### config.mk
export PLATFORM = sky130hd
export DESIGN_NAME = pwm_shadow_gen
export DESIGN_NICKNAME = d
export VERILOG_FILES = /design/src/rtl/pwm_pkg.sv /design/src/rtl/pwm_window_cmp.sv /design/src/rtl/pwm_shadow_gen.sv
export SDC_FILE = /design/constraint.sdc
export NUM_CORES = 1
export LEC_CHECK = 0
export BUFFER_PORTS_ARGS = -buffer_cell sky130_fd_sc_hd__buf_2
export CAP_MARGIN = 10
export CORE_MARGIN = 2
export CORE_UTILIZATION = 57
export DETAILED_ROUTE_END_ITERATION = 6
export PLACE_DENSITY_LB_ADDON = 0.12
export SYNTH_ARGS = -nofsm -noshare
export SYNTH_HDL_FRONTEND = slang
export SYNTH_SLANG_ARGS = --single-unit
### constraint.sdc
create_clock -name clk -period 12.9 [get_ports clk]
set_input_delay 0.645 -clock clk [delete_from_list [all_inputs] [get_ports clk]]
set_output_delay 0.645 -clock clk [all_outputs]
set_load 0.02 [all_outputs]
### src/rtl/pwm_pkg.sv
// Shared constants and capture clamp for the PWM datapath (also used by the duty saturator).
package pwm_pkg;

  localparam int W = 26;
  localparam logic [W-1:0] DEF_PERIOD = W'(998);

  // Clamp v into [lo, hi]; hi carries one extra bit so "period+1" never overflows.
  function automatic logic [W-1:0] clamp_u(input logic [W-1:0] v,
                                           input logic [W-1:0] lo,
                                           input logic [W:0]   hi);
    logic [W-1:0] res;
    res = v;
    if (v < lo) begin
      res = lo;
    end else if ({1'b0, v} > hi) begin
      res = hi[W-1:0];
    end
    return res;
  endfunction

endpackage

### src/rtl/pwm_window_cmp.sv
// Combinational high-window decode: is cnt inside [phase, phase+duty) modulo the period?
module pwm_window_cmp
  import pwm_pkg::*;
(
  input  logic [W-1:0] i_cnt,
  input  logic [W-1:0] i_period,
  input  logic [W-1:0] i_phase,
  input  logic [W-1:0] i_duty,
  output logic         o_high
);

  logic [W:0] w_p;
  logic [W:0] w_e;
  logic [W:0] w_e_wrap;

  always_comb begin
    w_p      = {1'b0, i_period} + (W+1)'(1);
    w_e      = {1'b0, i_phase} + {1'b0, i_duty};
    w_e_wrap = w_e - w_p;
    o_high   = 1'b0;
    if (i_duty == '0) begin
      o_high = 1'b0;
    end else if ({1'b0, i_duty} >= w_p) begin
      o_high = 1'b1;
    end else if (w_e <= w_p) begin
      o_high = (i_cnt >= i_phase) && ({1'b0, i_cnt} < w_e);
    end else begin
      // Window runs past the terminal count and continues from zero.
      o_high = (i_cnt >= i_phase) || ({1'b0, i_cnt} < w_e_wrap);
    end
  end

endmodule

### src/rtl/pwm_shadow_gen.sv
// Counter PWM with double-buffered period/duty/phase committed at the period wrap.
module pwm_shadow_gen
  import pwm_pkg::*;
(
  input  logic         clk,
  input  logic         Rst,
  input  logic         en,
  input  logic         load,
  input  logic [W-1:0] period_in,
  input  logic [W-1:0] duty_in,
  input  logic [W-1:0] phase_in,
  output logic         PWMout,
  output logic [W-1:0] cnt,
  output logic         pending,
  output logic         upd_done,
  output logic         per_start,
  output logic         per_mid
);

  logic [W-1:0] r_cnt;
  logic [W-1:0] r_act_per;
  logic [W-1:0] r_act_duty;
  logic [W-1:0] r_act_phase;
  logic [W-1:0] r_sh_per;
  logic [W-1:0] r_sh_duty;
  logic [W-1:0] r_sh_phase;
  logic         r_pending;
  logic         r_upd_done_p1;
  logic         r_pwm_p1;
  logic         r_per_start_p1;
  logic         r_per_mid_p1;

  logic [W-1:0] w_cap_per;
  logic [W-1:0] w_cap_duty;
  logic [W-1:0] w_cap_phase;
  logic         w_wrap;
  logic         w_commit;
  logic         w_high;

  // Phase and duty are clamped against the newly captured period, not the active one.
  always_comb begin
    w_cap_per   = clamp_u(period_in, W'(1), {1'b0, {W{1'b1}}});
    w_cap_phase = clamp_u(phase_in, '0, {1'b0, w_cap_per});
    w_cap_duty  = clamp_u(duty_in, '0, {1'b0, w_cap_per} + (W+1)'(1));
  end

  assign w_wrap   = en && (r_cnt == r_act_per);
  assign w_commit = r_pending && (w_wrap || !en);

  pwm_window_cmp u_window (
    .i_cnt    (r_cnt),
    .i_period (r_act_per),
    .i_phase  (r_act_phase),
    .i_duty   (r_act_duty),
    .o_high   (w_high)
  );

  // Shadow and active register banks; a same-cycle load lands in the shadow after the commit reads it.
  always_ff @(posedge clk or posedge Rst) begin
    if (Rst) begin
      r_sh_per    <= DEF_PERIOD;
      r_sh_duty   <= '0;
      r_sh_phase  <= '0;
      r_act_per   <= DEF_PERIOD;
      r_act_duty  <= '0;
      r_act_phase <= '0;
    end else begin
      if (load) begin
        r_sh_per   <= w_cap_per;
        r_sh_duty  <= w_cap_duty;
        r_sh_phase <= w_cap_phase;
      end
      if (w_commit) begin
        r_act_per   <= r_sh_per;
        r_act_duty  <= r_sh_duty;
        r_act_phase <= r_sh_phase;
      end
    end
  end

  // Stage p0 -> p1: counter advance and registered output/strobes.
  always_ff @(posedge clk or posedge Rst) begin
    if (Rst) begin
      r_cnt          <= '0;
      r_pending      <= 1'b0;
      r_upd_done_p1  <= 1'b0;
      r_pwm_p1       <= 1'b0;
      r_per_start_p1 <= 1'b0;
      r_per_mid_p1   <= 1'b0;
    end else begin
      if (!en || w_wrap) begin
        r_cnt <= '0;
      end else begin
        r_cnt <= r_cnt + W'(1);
      end
      r_pending      <= load || (r_pending && !w_commit);
      r_upd_done_p1  <= w_commit;
      r_pwm_p1       <= en && w_high;
      r_per_start_p1 <= en && (r_cnt == '0);
      r_per_mid_p1   <= en && (r_cnt == (r_act_per >> 1));
    end
  end

  assign PWMout    = r_pwm_p1;
  assign cnt       = r_cnt;
  assign pending   = r_pending;
  assign upd_done  = r_upd_done_p1;
  assign per_start = r_per_start_p1;
  assign per_mid   = r_per_mid_p1;

endmodule

==> results.yml, run 1 <==
status:
  status: "complete, no violations"
cts:
  tritoncts: "built"
  cts-htree-levels: 4
  root_buffer: "clkbuf_16"
  clk_pin_slew_worst_paths_ns: 0.09
  clk_latency_ns: 0.45
  cts_hold_buf: 0
  postCtsSetupBuffers: 0
  clock-sinks: 187
  cts_buffers: 17
  cts_resized: 0
  clockBufferDepth: 2
setup_path:
  critPathMaxStageDelay_ns: 0.53
  timing.rr.end: "PWMout$_DFF_PP0_"
  cpMostUsedCell: "a21oi_1"
  r2r.worst_path.cells: 30
  arrival_ns: 7.35
  required_ns: 13.24
  end_kind: "flop"
  worst-setup-path-type: "flop to flop"
  r2r-start: "r_act_duty[6]$_DFFE_PP0P_"
  cp-start-kind: "flop"
  r2r_slack_ns: 5.88
  critPathMaxFanout: 5
  worst_path_max_delay_cell: "a2111oi_0"
layout:
  antennaDiodeCount: 0
  layout.nets: 2183
  multi_input_area_mm2: 0.0103
  drive_above_1_share_pct: 14.0
  fillers: 2368
  areaGrowthSynthToFinish_pct: 8.89
  stdcell_count: 2276
  seq_area_mm2: 0.00470
floorplan:
  chipWidth_um: 170
  num_rows: 60
  io_pins: 113
  die_area_mm2: 0.0290
  design.core.area_mm2: 0.0271
  die_h_um: 170
  initial_utilization_pct: 58.2
timing:
  fin_crit_sh_pct: 54.4
  hold_violations: 0
  final.setup.tns_ns: 0
  fin_worst_skew_ns: 0.0219
  setup_violations: 0
  worst_slew_pin_slew_ns: 0.988
  rsz0062_at_grt: "false"
  max-slew-margin-rel_pct: 34.2
  max_freq_mhz: 143
  maxSlewViolCount: 0
  layout_min_cycle_time_ns: 7.02
placement:
  gp_congestion: 0.973
  io_buffers: 112
  dp.cells: 2244
  dp_hpwl_um: 36500
synthesis:
  synthSimpleGateAreaFrac_pct: 19.9
  synth_mux_area_share_pct: 2.45
  synth-seq-area-share_pct: 29.8
  syn_inst: 1837
  synthArstFlopShare_pct: 100
  netlist.area_leader.share_pct: 27.4
  yosysWarnings: 0
  synth.avg_cell_area_um2: 8.59
  yosysTopAreaCell: "dfrtp_1"
  syn_area_mm2: 0.0158
  ys_seq_elements: 187
  synth_compound_area_share_pct: 16.1
  synthAdderAreaFrac_pct: 16.7
  yosysUniqueCellTypes: 83
  syn_nets: 2129
  synth_edf_count: 0
  synth_xor_area_share_pct: 10.0
  synth_top_family_by_area: "simple AND/OR/NAND/NOR gates"
  synth_flop_cell: "dfrtp_1"
  yosys-top-cells-area: "dfrtp_1 27%, ha_1 16%, nand2_1 5.4%"
global_routing:
  grt_pass1_wl_um: 73500
  grt_start_max_net_pins: 110
  antenna_found_initial: 0
  grt_pass1_vias: 13200
  track_usage_pct: 33.1
  overflow: 0
worst_hold_path:
  hp-class: "input port to asynchronous set/reset pin"
power_and_ir_drop:
  ir_drop_mv: 0.0957
  p_leak_uw: 0.00839
  pwr_density_cell_mw_per_mm2: 163
route:
  vias: 13800
  postRouteAntennaNets: 0
  post_drt_via_cell_ratio: 6.06
  totalWireLength_um: 47100
  wl_per_cell_um: 20.7
  drtPass1Iterations: 5
  drt-initial-drc-count: 1049
  drc: 0
run:
  max_cap_viol_count: 0
## area by class of cell
type	count	area share [%]
Multi-Input combinational cell	1441	59.9
Sequential cell	187	27.3
Timing Repair Buffer	131	4.11
Tap cell	372	2.71
Inverter	113	2.51
Clock buffer	18	2.50
Clock inverter	14	0.975
## logic make-up after synthesis
group                    after synthesis
AO/OA/AOI/OAI                        380
XOR/XNOR                             175
adder cells (fa/ha/maj)              210
buffers and inverters                209
flip-flops                           187
multiplexers                          35
AND/OR/NAND/NOR                      641
## layout by cell type (no fill, tap or decap), types with 6 or more instances in the layout
cell and n:
or2_2 8, o21ai_0 91, dfstp_2 14, and3_1 22, nand4_1 39, nor4_1 30
nand2_1 227, a21oi_1 83, and2_1 6, o211ai_1 6, xnor2_1 93, o21a_1 20
nor2b_1 38, xor2_1 78, nor2_1 93, ha_1 208, nand3_1 86, nand2b_1 49
and4_1 10, o21bai_1 14, nor3_1 15, a31o_2 29, inv_1 111, clkbuf_16 17
o21ai_1 6, mux2_2 29, a211oi_1 12, buf_2 111, dfrtp_1 173, buf_4 20
a21o_1 44, a31oi_1 29
## report_power, final
part	switching [uW]	internal (uW)	leakage [uW]	total, uW
logic	837	651	0.00583	1490
clock network	279	263	0.000290	543
registers	102	669	0.00227	771
total	1220	1580	0.00839	2800
## state kept, by name, indices dropped and copies added, names as in the netlist
| signal | cells |
|---|---|
| PWMout | 1 |
| cnt | 26 |
| pending | 1 |
| per_mid | 1 |
| per_start | 1 |
| r_act_duty | 26 |
| r_act_per | 26 |
| r_act_phase | 26 |
| r_sh_duty | 26 |
| r_sh_per | 26 |
| r_sh_phase | 26 |
| upd_done | 1 |
## metal layers
metal | wire length (um) | global-route usage (%) | up-vias | share of wire, %
met5 | 0 | 0 | - | 0
met4 | 1870 | 13.3 | 0 | 4.0
met3 | 2480 | 3.70 | 92 | 5.3
met2 | 20800 | 52.1 | 483 | 44
met1 | 21900 | 46.5 | 6658 | 47
li1 | - | - | 6565 | -
## metrics by stage
| stage | setup WS [ns] | cell area, um^2 | hold slack [ns] | total power (uW) | util, % |
|---|---|---|---|---|---|
| floorplan | 6.89 | 15800 | 0.431 | 1900 | - |
| global placement | 6.19 | 16600 | 0.443 | 2210 | 61.2 |
| detailed placement | 6.13 | 16600 | 0.441 | 2240 | 61.2 |
| CTS | 6.07 | 17200 | 0.366 | 2790 | 63.4 |
| global route | 5.56 | 17200 | 0.371 | 3020 | 63.4 |
| finish | 5.88 | 17200 | 0.302 | 2800 | 63.4 |
## synthesized netlist by cell type, types with 49 or more instances
| master | instances |
|---|---|
| dfrtp_1 | 173 |
| nand2_1 | 227 |
| clkbuf_1 | 80 |
| xnor2_1 | 93 |
| a21oi_1 | 83 |
| nand3_1 | 86 |
| o21ai_0 | 91 |
| nor2_1 | 93 |
| ha_1 | 208 |
| inv_1 | 112 |
| nand2b_1 | 49 |
| xor2_1 | 78 |
## worst max-delay path: cells and delay by family, from the launching register on
kind	cells	cell delay (ns)
AND/OR/NAND/NOR	8	1.43
XOR/XNOR	2	0.31
adder cells (fa/ha/maj)	3	1.05
flip-flops	1	0.45
AO/OA/AOI/OAI	17	3.69
## worst max path at each step
stage                              startpoint  cells past startpoint          endpoint  slack (ns)
floorplan           r_act_duty[0]$_DFFE_PP0P_                     30  PWMout$_DFF_PP0_        6.89
global placement    r_act_duty[6]$_DFFE_PP0P_                     30  PWMout$_DFF_PP0_        6.19
detailed placement  r_act_duty[6]$_DFFE_PP0P_                     30  PWMout$_DFF_PP0_        6.13
CTS                 r_act_duty[6]$_DFFE_PP0P_                     30  PWMout$_DFF_PP0_        6.07
global route        r_act_duty[6]$_DFFE_PP0P_                     30  PWMout$_DFF_PP0_        5.56
finish              r_act_duty[6]$_DFFE_PP0P_                     30  PWMout$_DFF_PP0_        5.88
Power figures use the tool's default switching activity.
==> run 2: changes to the inputs <==
ABC_AREA = 1   (was default)
clock period = 7.15 ns   (was 12.9 ns; I/O delays follow)
==> run 2 against run 1 <==
The flow now finishes with violations (hold timing). Utilization decreased by 0.18 points. Register-to-register slack got worse by 4.2 ns. Sequential share of layout area down 0.52 points. Via count increased by 15%. First-iteration DRC count increased by 49%. Critical path depth increased by 2. Area after synthesis increased by 1.5%. Sequential power rose by 74%. Fmax rose by 28%. Largest power group unchanged. Highest routed layer unchanged.
==> results.yml, run 2 <==
timing:
  rsz0062_at_grt: "false"
  hold_violations: 5
  fin_worst_skew_ns: 0.0151
  setup_violations: 0
  maxSlewViolCount: 0
  layout_min_cycle_time_ns: 5.47
  fin_crit_sh_pct: 76.5
  hold_ws_ns: -0.0156
  max_freq_mhz: 183
  max-slew-margin-rel_pct: 34.8
  worst_slew_pin_slew_ns: 0.974
  final.setup.tns_ns: 0
setup_path:
  path_depth: 32
  cpMostUsedCell: "nand3_1"
  r2r-start: "r_act_duty[0]$_DFFE_PP0P_"
  cp-start-kind: "flop"
  cp_top_family: "simple AND/OR/NAND/NOR gates"
  r2r_slack_ns: 1.68
  arrival_ns: 5.83
  timing.rr.end: "PWMout$_DFF_PP0_"
  worst-setup-path-type: "flop to flop"
  cp_num_buf_inv: 2
  r2r.worst_path.cells: 32
  worst_path_max_delay_cell: "fa_1"
  required_ns: 7.51
  critPathMaxFanout: 5
  end_kind: "flop"
  critPathMaxStageDelay_ns: 0.46
synthesis:
  syn_nets: 2489
  ys_seq_elements: 187
  yosysTopAreaCell: "dfrtp_1"
  synth-seq-area-share_pct: 29.3
  syn_area_mm2: 0.0160
  yosysMostFrequentCell: "nand2_1"
  yosys-top-cells-area: "dfrtp_1 27%, ha_1 16%, nand2_1 12%"
  synth_edf_count: 0
  yosys-top-cells-count: "497 x nand2_1, 261 x inv_1, 208 x ha_1, 205 x o21ai_0, 173 x dfrtp_1"
  synth.avg_cell_area_um2: 7.29
  yosysUniqueCellTypes: 56
  syn_inst: 2197
  synth_flop_cell: "dfrtp_1"
  yosysWarnings: 0
  netlist.area_leader.share_pct: 27.0
  synthArstFlopShare_pct: 100
run:
  max_cap_viol_count: 0
cts:
  tritoncts: "built"
  postCtsSetupBuffers: 0
  clockBufferDepth: 2
  clock-sinks: 187
  cts_buffers: 17
  cts-htree-levels: 4
  cts_resized: 0
  clk_pin_slew_worst_paths_ns: 0.08
  clk_latency_ns: 0.45
  cts_hold_buf: 0
  root_buffer: "clkbuf_16"
worst_hold_path:
  hp-class: "input port to asynchronous set/reset pin"
route:
  drc: 0
  totalWireLength_um: 52400
  vias: 15800
  drt-initial-drc-count: 1565
  wl_per_cell_um: 19.6
  post_drt_via_cell_ratio: 5.93
  drtPass1Iterations: 6
  postRouteAntennaNets: 0
placement:
  dp_hpwl_um: 41900
  gp_congestion: 1.00
  place_area_mm2: 0.0169
  dp.cells: 2638
  io_buffers: 112
layout:
  final_cell_mix: "497 x nand2_1, 260 x inv_1, 208 x ha_1"
  antennaDiodeCount: 0
  drive_above_1_share_pct: 9.25
  layout.nets: 2571
  final_util_pct: 63.2
  final_area_mm2: 0.0175
  final_common_cell: "nand2_1"
  stdcell_count: 2669
  areaGrowthSynthToFinish_pct: 9.37
  fillers: 2582
power_and_ir_drop:
  ir_drop_mv: 0.165
  pwr_density_cell_mw_per_mm2: 289
  p_leak_uw: 0.00884
global_routing:
  antenna_found_initial: 0
  grt_pass1_wl_um: 80600
  track_usage_pct: 35.9
  grt_start_max_net_pins: 106
  grt_pass1_vias: 14800
  overflow: 0
status:
  status: "complete, but fails checks"
  violations: "hold timing"
floorplan:
  die_area_mm2: 0.0295
  initial_utilization_pct: 57.8
  num_rows: 61
  die_h_um: 172
  design.core.area_mm2: 0.0277
  io_pins: 113
  chipWidth_um: 172
run 2: routing by layer:
layer  part of all wire [%]  up-vias  GRT usage, %
met5                      0        -             0
met4                    5.3        0          18.6
met3                    6.7      137          4.03
met2                     43      665          55.3
met1                     45     7373          49.8
li1                       -     7650             -
run 2: worst max path at each step:
stage	slack [ns]	to	startpoint
after floorplan	1.73	PWMout$_DFF_PP0_	Rst
after global placement	1.68	r_sh_duty[23]$_DFFE_PP0P_	period_in[17]
after detailed placement	1.64	r_sh_duty[23]$_DFFE_PP0P_	period_in[17]
after CTS	1.76	PWMout$_DFF_PP0_	r_act_duty[0]$_DFFE_PP0P_
after global routing	1.22	PWMout$_DFF_PP0_	r_act_duty[0]$_DFFE_PP0P_
final	1.68	PWMout$_DFF_PP0_	r_act_duty[0]$_DFFE_PP0P_
run 2: layout make-up:
| type | count | area (um^2) | area share (%) |
|---|---|---|---|
| Timing Repair Buffer | 122 | 636 | 3.63 |
| Multi-Input combinational cell | 1686 | 10100 | 57.5 |
| Inverter | 265 | 1000 | 5.72 |
| Clock inverter | 11 | 179 | 1.02 |
| Tap cell | 378 | 473 | 2.70 |
| Sequential cell | 187 | 4700 | 26.8 |
| Clock buffer | 20 | 457 | 2.61 |
run 2: logic make-up (layout without fill, tap and decap cells):
logic type                 Yosys count  count (layout)  share of synthesized area, %
and+or+nand+nor                    917             917                          25.4
AOI/OAI and AO/OA                  463             463                          15.8
buffers and inverters              324             418                          7.80
adders and majority gates          210             210                          16.5
DFF                                187             187                          29.3
xor gates and xnor gates            96              96                          5.25
run 2: power by group:
group,switching (uW),internal (uW),leakage (uW)
Sequential,138,1200,0.00231
Combinational,1720,961,0.00622
Clock,440,609,0.000310
run 2: per-stage QoR:
step	power, uW	hold slack, ns	setup slack [ns]
floorplan	3260	0.449	1.73
global placement	3880	0.468	1.68
detailed placement	3950	0.474	1.64
CTS	5010	0.0127	1.76
global route	5450	0.0233	1.22
finish	5070	-0.0156	1.68
